## src/rtl/sram_bus_arbiter_if.sv

```systemverilog
// CPU-side and RAM1-pin signals of the SRAM bus arbiter.
// slave = the arbiter, master = the IF/MEM stages and the SRAM pins it talks to.
interface sram_bus_arbiter_if;
  logic        if_req;
  logic [15:0] if_addr;
  logic [15:0] if_rdata;
  logic        if_ack;
  logic        d_req;
  logic        d_we;
  logic [15:0] d_addr;
  logic [15:0] d_wdata;
  logic [15:0] d_rdata;
  logic        d_ack;
  logic        stall;
  logic [17:0] ram_addr;
  logic [15:0] ram_dq_o;
  logic        ram_dq_oe;
  logic [15:0] ram_dq_i;
  logic        ram_en_n;
  logic        ram_oe_n;
  logic        ram_we_n;

  modport slave (
    input  if_req, if_addr, d_req, d_we, d_addr, d_wdata, ram_dq_i,
    output if_rdata, if_ack, d_rdata, d_ack, stall,
           ram_addr, ram_dq_o, ram_dq_oe, ram_en_n, ram_oe_n, ram_we_n
  );

  modport master (
    output if_req, if_addr, d_req, d_we, d_addr, d_wdata, ram_dq_i,
    input  if_rdata, if_ack, d_rdata, d_ack, stall,
           ram_addr, ram_dq_o, ram_dq_oe, ram_en_n, ram_oe_n, ram_we_n
  );
endinterface

```

## src/rtl/sram_bus_arbiter.sv

```systemverilog
// Shares the RAM1 SRAM between fetch and data ports: data has priority, fetch
// is guaranteed one grant after STARVE_LIMIT consecutive data grants.
module sram_bus_arbiter #(
  parameter int STARVE_LIMIT = 4
) (
  input  logic             clk,
  input  logic             rst,
  sram_bus_arbiter_if.slave bus
);

  typedef enum logic [2:0] {IDLE, RD_A, RD_B, WR_A, WR_B, WR_C, ACK} state_t;

  state_t      state, state_next;
  logic        grant_d, grant_f;
  logic        owner_d;
  logic [2:0]  starve_cnt;

  // NOTE: every always_comb output gets a default first so no path can infer a latch.
  always_comb begin
    state_next = state;
    grant_d    = 1'b0;
    grant_f    = 1'b0;
    unique case (state)
      IDLE: begin
        if (bus.d_req && (!bus.if_req || int'(starve_cnt) < STARVE_LIMIT)) begin
          grant_d    = 1'b1;
          state_next = bus.d_we ? WR_A : RD_A;
        end else if (bus.if_req) begin
          grant_f    = 1'b1;
          state_next = RD_A;
        end
      end
      RD_A:    state_next = RD_B;
      RD_B:    state_next = ACK;
      WR_A:    state_next = WR_B;
      WR_B:    state_next = WR_C;
      WR_C:    state_next = ACK;
      ACK:     state_next = IDLE;
      default: state_next = IDLE;
    endcase
  end

  // NOTE: sequential state uses non-blocking assignments so every register samples pre-edge values.
  always_ff @(posedge clk or negedge rst) begin
    if (!rst) state <= IDLE;
    else      state <= state_next;
  end

  // Strobes and acks are decoded from the next state so they are registered
  // yet line up with the state they belong to.
  always_ff @(posedge clk or negedge rst) begin
    if (!rst) begin
      owner_d      <= 1'b0;
      starve_cnt   <= '0;
      bus.ram_addr <= '0;
      bus.ram_dq_o <= '0;
      bus.ram_en_n <= 1'b1;
      bus.ram_oe_n <= 1'b1;
      bus.ram_we_n <= 1'b1;
      bus.ram_dq_oe <= 1'b0;
      bus.if_ack   <= 1'b0;
      bus.d_ack    <= 1'b0;
      bus.if_rdata <= '0;
      bus.d_rdata  <= '0;
    end else begin
      if (grant_d) begin
        owner_d      <= 1'b1;
        bus.ram_addr <= {2'b00, bus.d_addr};
        if (bus.d_we) bus.ram_dq_o <= bus.d_wdata;
        if (!bus.if_req)            starve_cnt <= '0;
        else if (starve_cnt != 3'd7) starve_cnt <= starve_cnt + 3'd1;
      end else if (grant_f) begin
        owner_d      <= 1'b0;
        bus.ram_addr <= {2'b00, bus.if_addr};
        starve_cnt   <= '0;
      end

      bus.ram_en_n  <= !(state_next inside {RD_A, RD_B, WR_A, WR_B, WR_C});
      bus.ram_oe_n  <= !(state_next inside {RD_A, RD_B});
      bus.ram_we_n  <= (state_next != WR_B);
      bus.ram_dq_oe <= (state_next inside {WR_A, WR_B, WR_C});
      bus.if_ack    <= (state_next == ACK) && !owner_d;
      bus.d_ack     <= (state_next == ACK) &&  owner_d;

      if (state == RD_B) begin
        if (owner_d) bus.d_rdata  <= bus.ram_dq_i;
        else         bus.if_rdata <= bus.ram_dq_i;
      end
    end
  end

  assign bus.stall = (bus.if_req & ~bus.if_ack) | (bus.d_req & ~bus.d_ack);

endmodule

```

## src/flat_wrapper.sv

```systemverilog
// flat-port wrapper written by rule: the top's interface ports become plain ports
module sram_bus_arbiter_flat 
#(
  parameter int STARVE_LIMIT = 4
)
  (clk, rst, bus_if_req, bus_if_addr, bus_d_req, bus_d_we, bus_d_addr, bus_d_wdata, bus_ram_dq_i, bus_if_rdata, bus_if_ack, bus_d_rdata, bus_d_ack, bus_stall, bus_ram_addr, bus_ram_dq_o, bus_ram_dq_oe, bus_ram_en_n, bus_ram_oe_n, bus_ram_we_n);
  sram_bus_arbiter_if bus_i ();
  input  logic clk;
  input  logic rst;
  input wire logic [$bits(bus_i.if_req)-1:0] bus_if_req;
  input wire logic [$bits(bus_i.if_addr)-1:0] bus_if_addr;
  input wire logic [$bits(bus_i.d_req)-1:0] bus_d_req;
  input wire logic [$bits(bus_i.d_we)-1:0] bus_d_we;
  input wire logic [$bits(bus_i.d_addr)-1:0] bus_d_addr;
  input wire logic [$bits(bus_i.d_wdata)-1:0] bus_d_wdata;
  input wire logic [$bits(bus_i.ram_dq_i)-1:0] bus_ram_dq_i;
  output wire logic [$bits(bus_i.if_rdata)-1:0] bus_if_rdata;
  output wire logic [$bits(bus_i.if_ack)-1:0] bus_if_ack;
  output wire logic [$bits(bus_i.d_rdata)-1:0] bus_d_rdata;
  output wire logic [$bits(bus_i.d_ack)-1:0] bus_d_ack;
  output wire logic [$bits(bus_i.stall)-1:0] bus_stall;
  output wire logic [$bits(bus_i.ram_addr)-1:0] bus_ram_addr;
  output wire logic [$bits(bus_i.ram_dq_o)-1:0] bus_ram_dq_o;
  output wire logic [$bits(bus_i.ram_dq_oe)-1:0] bus_ram_dq_oe;
  output wire logic [$bits(bus_i.ram_en_n)-1:0] bus_ram_en_n;
  output wire logic [$bits(bus_i.ram_oe_n)-1:0] bus_ram_oe_n;
  output wire logic [$bits(bus_i.ram_we_n)-1:0] bus_ram_we_n;
  assign bus_i.if_req = bus_if_req;
  assign bus_i.if_addr = bus_if_addr;
  assign bus_i.d_req = bus_d_req;
  assign bus_i.d_we = bus_d_we;
  assign bus_i.d_addr = bus_d_addr;
  assign bus_i.d_wdata = bus_d_wdata;
  assign bus_i.ram_dq_i = bus_ram_dq_i;
  assign bus_if_rdata = bus_i.if_rdata;
  assign bus_if_ack = bus_i.if_ack;
  assign bus_d_rdata = bus_i.d_rdata;
  assign bus_d_ack = bus_i.d_ack;
  assign bus_stall = bus_i.stall;
  assign bus_ram_addr = bus_i.ram_addr;
  assign bus_ram_dq_o = bus_i.ram_dq_o;
  assign bus_ram_dq_oe = bus_i.ram_dq_oe;
  assign bus_ram_en_n = bus_i.ram_en_n;
  assign bus_ram_oe_n = bus_i.ram_oe_n;
  assign bus_ram_we_n = bus_i.ram_we_n;
  sram_bus_arbiter #(.STARVE_LIMIT(STARVE_LIMIT)) u_core (.clk(clk), .rst(rst), .bus(bus_i));
endmodule
```

## config.mk

```make
export PLATFORM = sky130hd
export DESIGN_NAME = sram_bus_arbiter_flat
export DESIGN_NICKNAME = d
export VERILOG_FILES = /design/src/rtl/sram_bus_arbiter_if.sv /design/src/rtl/sram_bus_arbiter.sv /design/src/flat_wrapper.sv
export SDC_FILE = /design/constraint.sdc
export NUM_CORES = 1
export LEC_CHECK = 0
export ABC_AREA = 0
export ABC_CLOCK_PERIOD_IN_PS = 2100
export CORE_UTILIZATION = 35
export CTS_BUF_LIST = sky130_fd_sc_hd__clkbuf_4 sky130_fd_sc_hd__clkbuf_8
export DETAILED_ROUTE_END_ITERATION = 6
export PLACE_DENSITY = 0.71
export SYNTH_ARGS = -nofsm -noshare
export SYNTH_HDL_FRONTEND = slang
export SYNTH_SLANG_ARGS = --single-unit
```

## constraint.sdc

```tcl
create_clock -name clk -period 2.1 [get_ports clk]
set_input_delay 0.63 -clock clk [delete_from_list [all_inputs] [get_ports clk]]
set_output_delay 0.63 -clock clk [all_outputs]
set_load 0.02 [all_outputs]
```

# == Yosys cells after proc, flatten, opt, wreduce, memory -nomap -nowiden ==
# Cells that the tools add are included.
# op_classes
n_bitwise,6
magnitude_cmp,1
eq_ne,14
reduce_logical,18
n_addsub,1
muxes,17
# op_table
op,n
$mux 18,2
$mux 3,6
$eq 3x3->1 const B,5
$pmux 3 s5,1
$eq 3x2->1 const B,4
$ne 3x3->1 const B,3
$reduce_and 2->1,4
$mux 1,7
$eq 3x1->1 const B,2
$reduce_bool 5->1,1
$logic_not 1->1,4
$reduce_bool 2->1,2
$add 3x1->3 const B,1
$logic_and 1x1->1,3
$logic_not 3->1,1
$lt 3x3->1 const B,1
$not 1->1,3
$reduce_bool 3->1,1
$and 1x1->1,2
$mux 2,1
$reduce_or 2->1,1
$logic_or 1x1->1,1
$or 1x1->1,1
# word_totals
out_inout_bits,73
ff_bits,79

# == Longest topological paths before layout ==
# logic_depth
word_depth,8
depth_mapped,6
ltp_nobuf,5

# == Least setup slack after synthesis ==
# Ideal clock, no wire load.
# synth_timing
kind,input to output
start,in bus_if_req
end,out bus_stall
stages,3
arrival_ps,1206
slack_ps,264
path_buffers,1
path_cell_list,buf_2 -> inv_1 -> o22ai_1
# synth_via
elab_chain_len,2
# synth_lines
element,line_no,source
from (decl),flat_wrapper.sv:10,input wire logic [$bits(bus_i.if_req)-1:0] bus_if_req;
$and 1x1->1,sram_bus_arbiter.sv:92,assign bus.stall = (bus.if_req & ~bus.if_ack) | (bus.d_req & ~bus.d_ack);
$or 1x1->1,sram_bus_arbiter.sv:92,
to (decl),flat_wrapper.sv:21,output wire logic [$bits(bus_i.stall)-1:0] bus_stall;
# No other way between the ends.

# == Worst setup path after layout ==
# layout_timing
start,in bus_d_req
end,out bus_stall
# layout_via
elab_chain_len,2
# layout_lines
element,line_no,source
from (decl),flat_wrapper.sv:12,input wire logic [$bits(bus_i.d_req)-1:0] bus_d_req;
$and 1x1->1,sram_bus_arbiter.sv:92,
$or 1x1->1,sram_bus_arbiter.sv:92,
# No other way between the ends.

==> results.sh <==
export IMPL_status="completed"
export IMPL_critical_path_max_fanout=2
export IMPL_design_die_area_mm2=0.00978
export IMPL_detail_route_first_pass_iterations=4
export IMPL_drive_gt1_share_pct=15.4
export IMPL_post_cts_hold_buffer_count=0
export IMPL_slew_limit_headroom_pct=66.4
export IMPL_rows=34
export IMPL_clock_fmax_mhz=481
export IMPL_detail_route_iter0_violations=58
export IMPL_power_mw=7.56
export IMPL_synthArstFlopShare_pct=100
export IMPL_synth_seq_area_share_pct=58.7
export IMPL_dp_hpwl_mm=5.89
export IMPL_sw_frac_of_total_pct=36.4
export IMPL_final_area_mm2=0.00504
export IMPL_clkLatencyLatePin_ns=0.34
export IMPL_clock_sinks=77
export IMPL_final_cell_count_no_fill=510
export IMPL_yosys_warnings=0
export IMPL_ioPinCount=142
export IMPL_effective_utilization_at_floorplan_pct=37.0
export IMPL_vias_per_cell=4.98
export IMPL_cts_resized=12
export IMPL_clock_tree_buffer_depth=2
export IMPL_grt_pass1_vias=2639
export IMPL_setup_violations=0
export IMPL_antenna_left=0
export IMPL_final_common_cell="clkdlybuf4s50_1"
export IMPL_clock_power_share_pct=16.7
export IMPL_fraction_of_synthesized_area_in_multiplexers_pct=16.7
export IMPL_layout_worst_path_cycle_share_pct=99.1
export IMPL_grt_overflow_total=0
export IMPL_syn_area_per_cell_um2=13.1
export IMPL_min_delay_path_class="input port to asynchronous set/reset pin"
export IMPL_preCtsSetupSlack_ns=-0.563
export IMPL_timing_setup_critical_path_class="input port to output port"
export IMPL_clock_root_buffer="clkbuf_8"
export IMPL_synth_compound_area_share_pct=12.6
export IMPL_io_buffers=139
export IMPL_layout_filler_cells=782
export IMPL_layout_min_cycle_time_ns=2.08
export IMPL_pwr_share_seq_pct=33.7
export IMPL_post_synth_main_area_contributors="dfrtp_1 56%, mux2_1 10%, mux2_2 6.2%"
export IMPL_rr_startpoint="u_core.state[0]"
export IMPL_leakage_nw=2.16
export IMPL_cts_htree_levels=3
export IMPL_synth_cells=251
export IMPL_cap_viol_max_count=0
export IMPL_synth_simple_gate_area_share_pct=6.43
export IMPL_first_pass_grt_wire_length_mm=13.4
export IMPL_timing_critical_path_slowest_cell_delay_ns=0.48
export IMPL_dp_cells=494
export IMPL_finalWeightedCongestion=0.761
export IMPL_detail_route_drc_violations=0
export IMPL_type_of_element_capturing_the_critical_path="output port"
export IMPL_tritoncts="yes"
export IMPL_powerDensity_mw_per_mm2=1500
export IMPL_synth_top_cell_area_share_pct=56.3
export IMPL_syn_area_mm2=0.00329
export IMPL_yosys_area_share_xor_xnor_pct=0.266
export IMPL_worst_clock_skew_ns=0.0106
export IMPL_power_report_internal_total_mw=4.81
export IMPL_arithmetic_cell_share_of_the_synthesized_area_counting_full_adders_half_adders_and_majority_gates_pct=0.761
export IMPL_setup_slack_on_the_worst_flop_to_flop_path_ns=0.29
export IMPL_synth_top_family_by_area="multiplexers"
export IMPL_cp_start_kind="input port"
export IMPL_r2r_end="u_core.bus.d_rdata[0]"
export IMPL_nets=468
export IMPL_grt_setup_unrepaired="no"
export IMPL_synth_seq_cells=77
export IMPL_hold_violations=0
export IMPL_final_setup_worst_slack_ns=0.0196
export IMPL_synth_top_cell_by_area="dfrtp_1"
export IMPL_finalWirelength_mm=8.15
export IMPL_critPathSlowestCell="clkdlybuf4s50_1"
export IMPL_required_ns=1.47
export IMPL_fp_dieH_um=98.9
export IMPL_initial_antenna_violation_count=0
export IMPL_synth_lib_cells_used_distinct=38
export IMPL_net_switching_power_mw=2.75
export IMPL_synth_enable_flop_cells=0
export IMPL_cts_inserted_buffers=9
export IMPL_clk_pin_slew_worst_paths_ns=0.08
export IMPL_list_of_cells_traversed_by_the_critical_path="clkdlybuf4s50_1 -> inv_1 -> o22ai_2 -> buf_6"
export IMPL_worst_slew_pin_transition_ns=0.504
export IMPL_timing_setup_tns_ns=0
export IMPL_vdd_ir_drop_max_mv=0.573
export IMPL_count_of_pins_over_their_slew_limit=0
export IMPL_reg2regPathDepth=3
export IMPL_ys_flop_type="dfrtp_1"
export IMPL_final_cell_mix="133 x clkdlybuf4s50_1, 74 x dfrtp_1, 30 x mux2_1"
export IMPL_syn2layout_area_growth_pct=53.4
export IMPL_grt_max_degree=39
export IMPL_finalHoldWorstSlack_ns=0.250
export IMPL_p_comb_share_pct=49.6
export IMPL_dpl_instance_area_mm2=0.00482
export IMPL_antenna_diode_count=0
export IMPL_crit_arrival_ns=1.45
export IMPL_placeableCoreArea_mm2=0.00889
export IMPL_routed_via_count=2539
export IMPL_utilization_pct=56.7
export IMPL_die_w_um=98.9
export IMPL_grtUsageTotal_pct=17.5
export IMPL_wl_per_cell_um=16.0
export IMPL_postCtsSetupBuffers=0
## worst max-delay path: cells and delay by family
family / cells / cell delay [ns]
AOI/OAI and AO/OA: 1 / 0.12
buffers and inverters: 3 / 0.70
## synth_stat cells, drive strengths merged (2+ instances only)
cell type,n
dfrtp,74
mux2,48
a21oi,20
o21ai,20
nor2,19
o31ai,17
buf,15
clkbuf,4
inv,4
dfstp,3
nor3,3
a211o,2
a32o,2
and3b,2
ha,2
## power groups by stage
stage	clock network (mW)	logic, mW	registers [mW]
final	1.26	3.75	2.54
after detailed placement	0	3.80	2.58
after floorplan	0	1.16	3.38
after global placement	0	3.73	2.56
after global routing	1.37	4.00	2.66
after CTS	1.30	3.80	2.56
## layer usage
metal / wire length (µm) / vias to the layer above / GRT usage, %
li1: - / 1192 / -
met1: 3590 / 1233 / 22.4
met2: 4020 / 104 / 29.4
met3: 462 / 10 / 3.97
met4: 72 / 0 / 5.28
met5: 0 / - / 0
## worst max-delay path by stage
stage | depth (start not counted) | start | endpoint | slack (ns)
floorplan | 3 | bus_if_req | bus_stall | 0.26
global placement | 4 | bus_if_req | bus_stall | -0.61
detailed placement | 4 | bus_if_req | bus_stall | -0.56
CTS | 4 | bus_d_req | bus_stall | 0.02
global route | 4 | bus_d_req | bus_stall | 0.007
finish | 4 | bus_d_req | bus_stall | 0.02
## cell families after synthesis
logic type | Yosys count
DFF | 77
AOI/OAI and AO/OA | 66
muxes | 49
and+or+nand+nor | 32
buffers and inverters | 23
adders and majority gates | 2
other | 1
xor gates and xnor gates | 1
## area by class of cell
class / instances / area, µm² / share of cell area (%)
Clock inverter: 4 / 72.6 / 1.44
Clock buffer: 12 / 153 / 3.03
Multi-Input combinational cell: 152 / 1220 / 24.2
Tap cell: 108 / 135 / 2.68
Sequential cell: 77 / 1930 / 38.3
Inverter: 4 / 15.0 / 0.298
Timing Repair Buffer: 153 / 1520 / 30.0
## state kept, by name, summed over array words and instances (netlist names)
signal                flops
u_core.bus.d_ack          1
u_core.bus.d_rdata       16
u_core.bus.if_ack         1
u_core.bus.if_rdata      16
u_core.bus.ram_addr      16
u_core.bus.ram_dq_o      16
u_core.bus.ram_dq_oe      1
u_core.bus.ram_en_n       1
u_core.bus.ram_oe_n       1
u_core.bus.ram_we_n       1
u_core.owner_d            1
u_core.starve_cnt         3
u_core.state              3
Note: power is estimated with default switching activity, not from simulation.
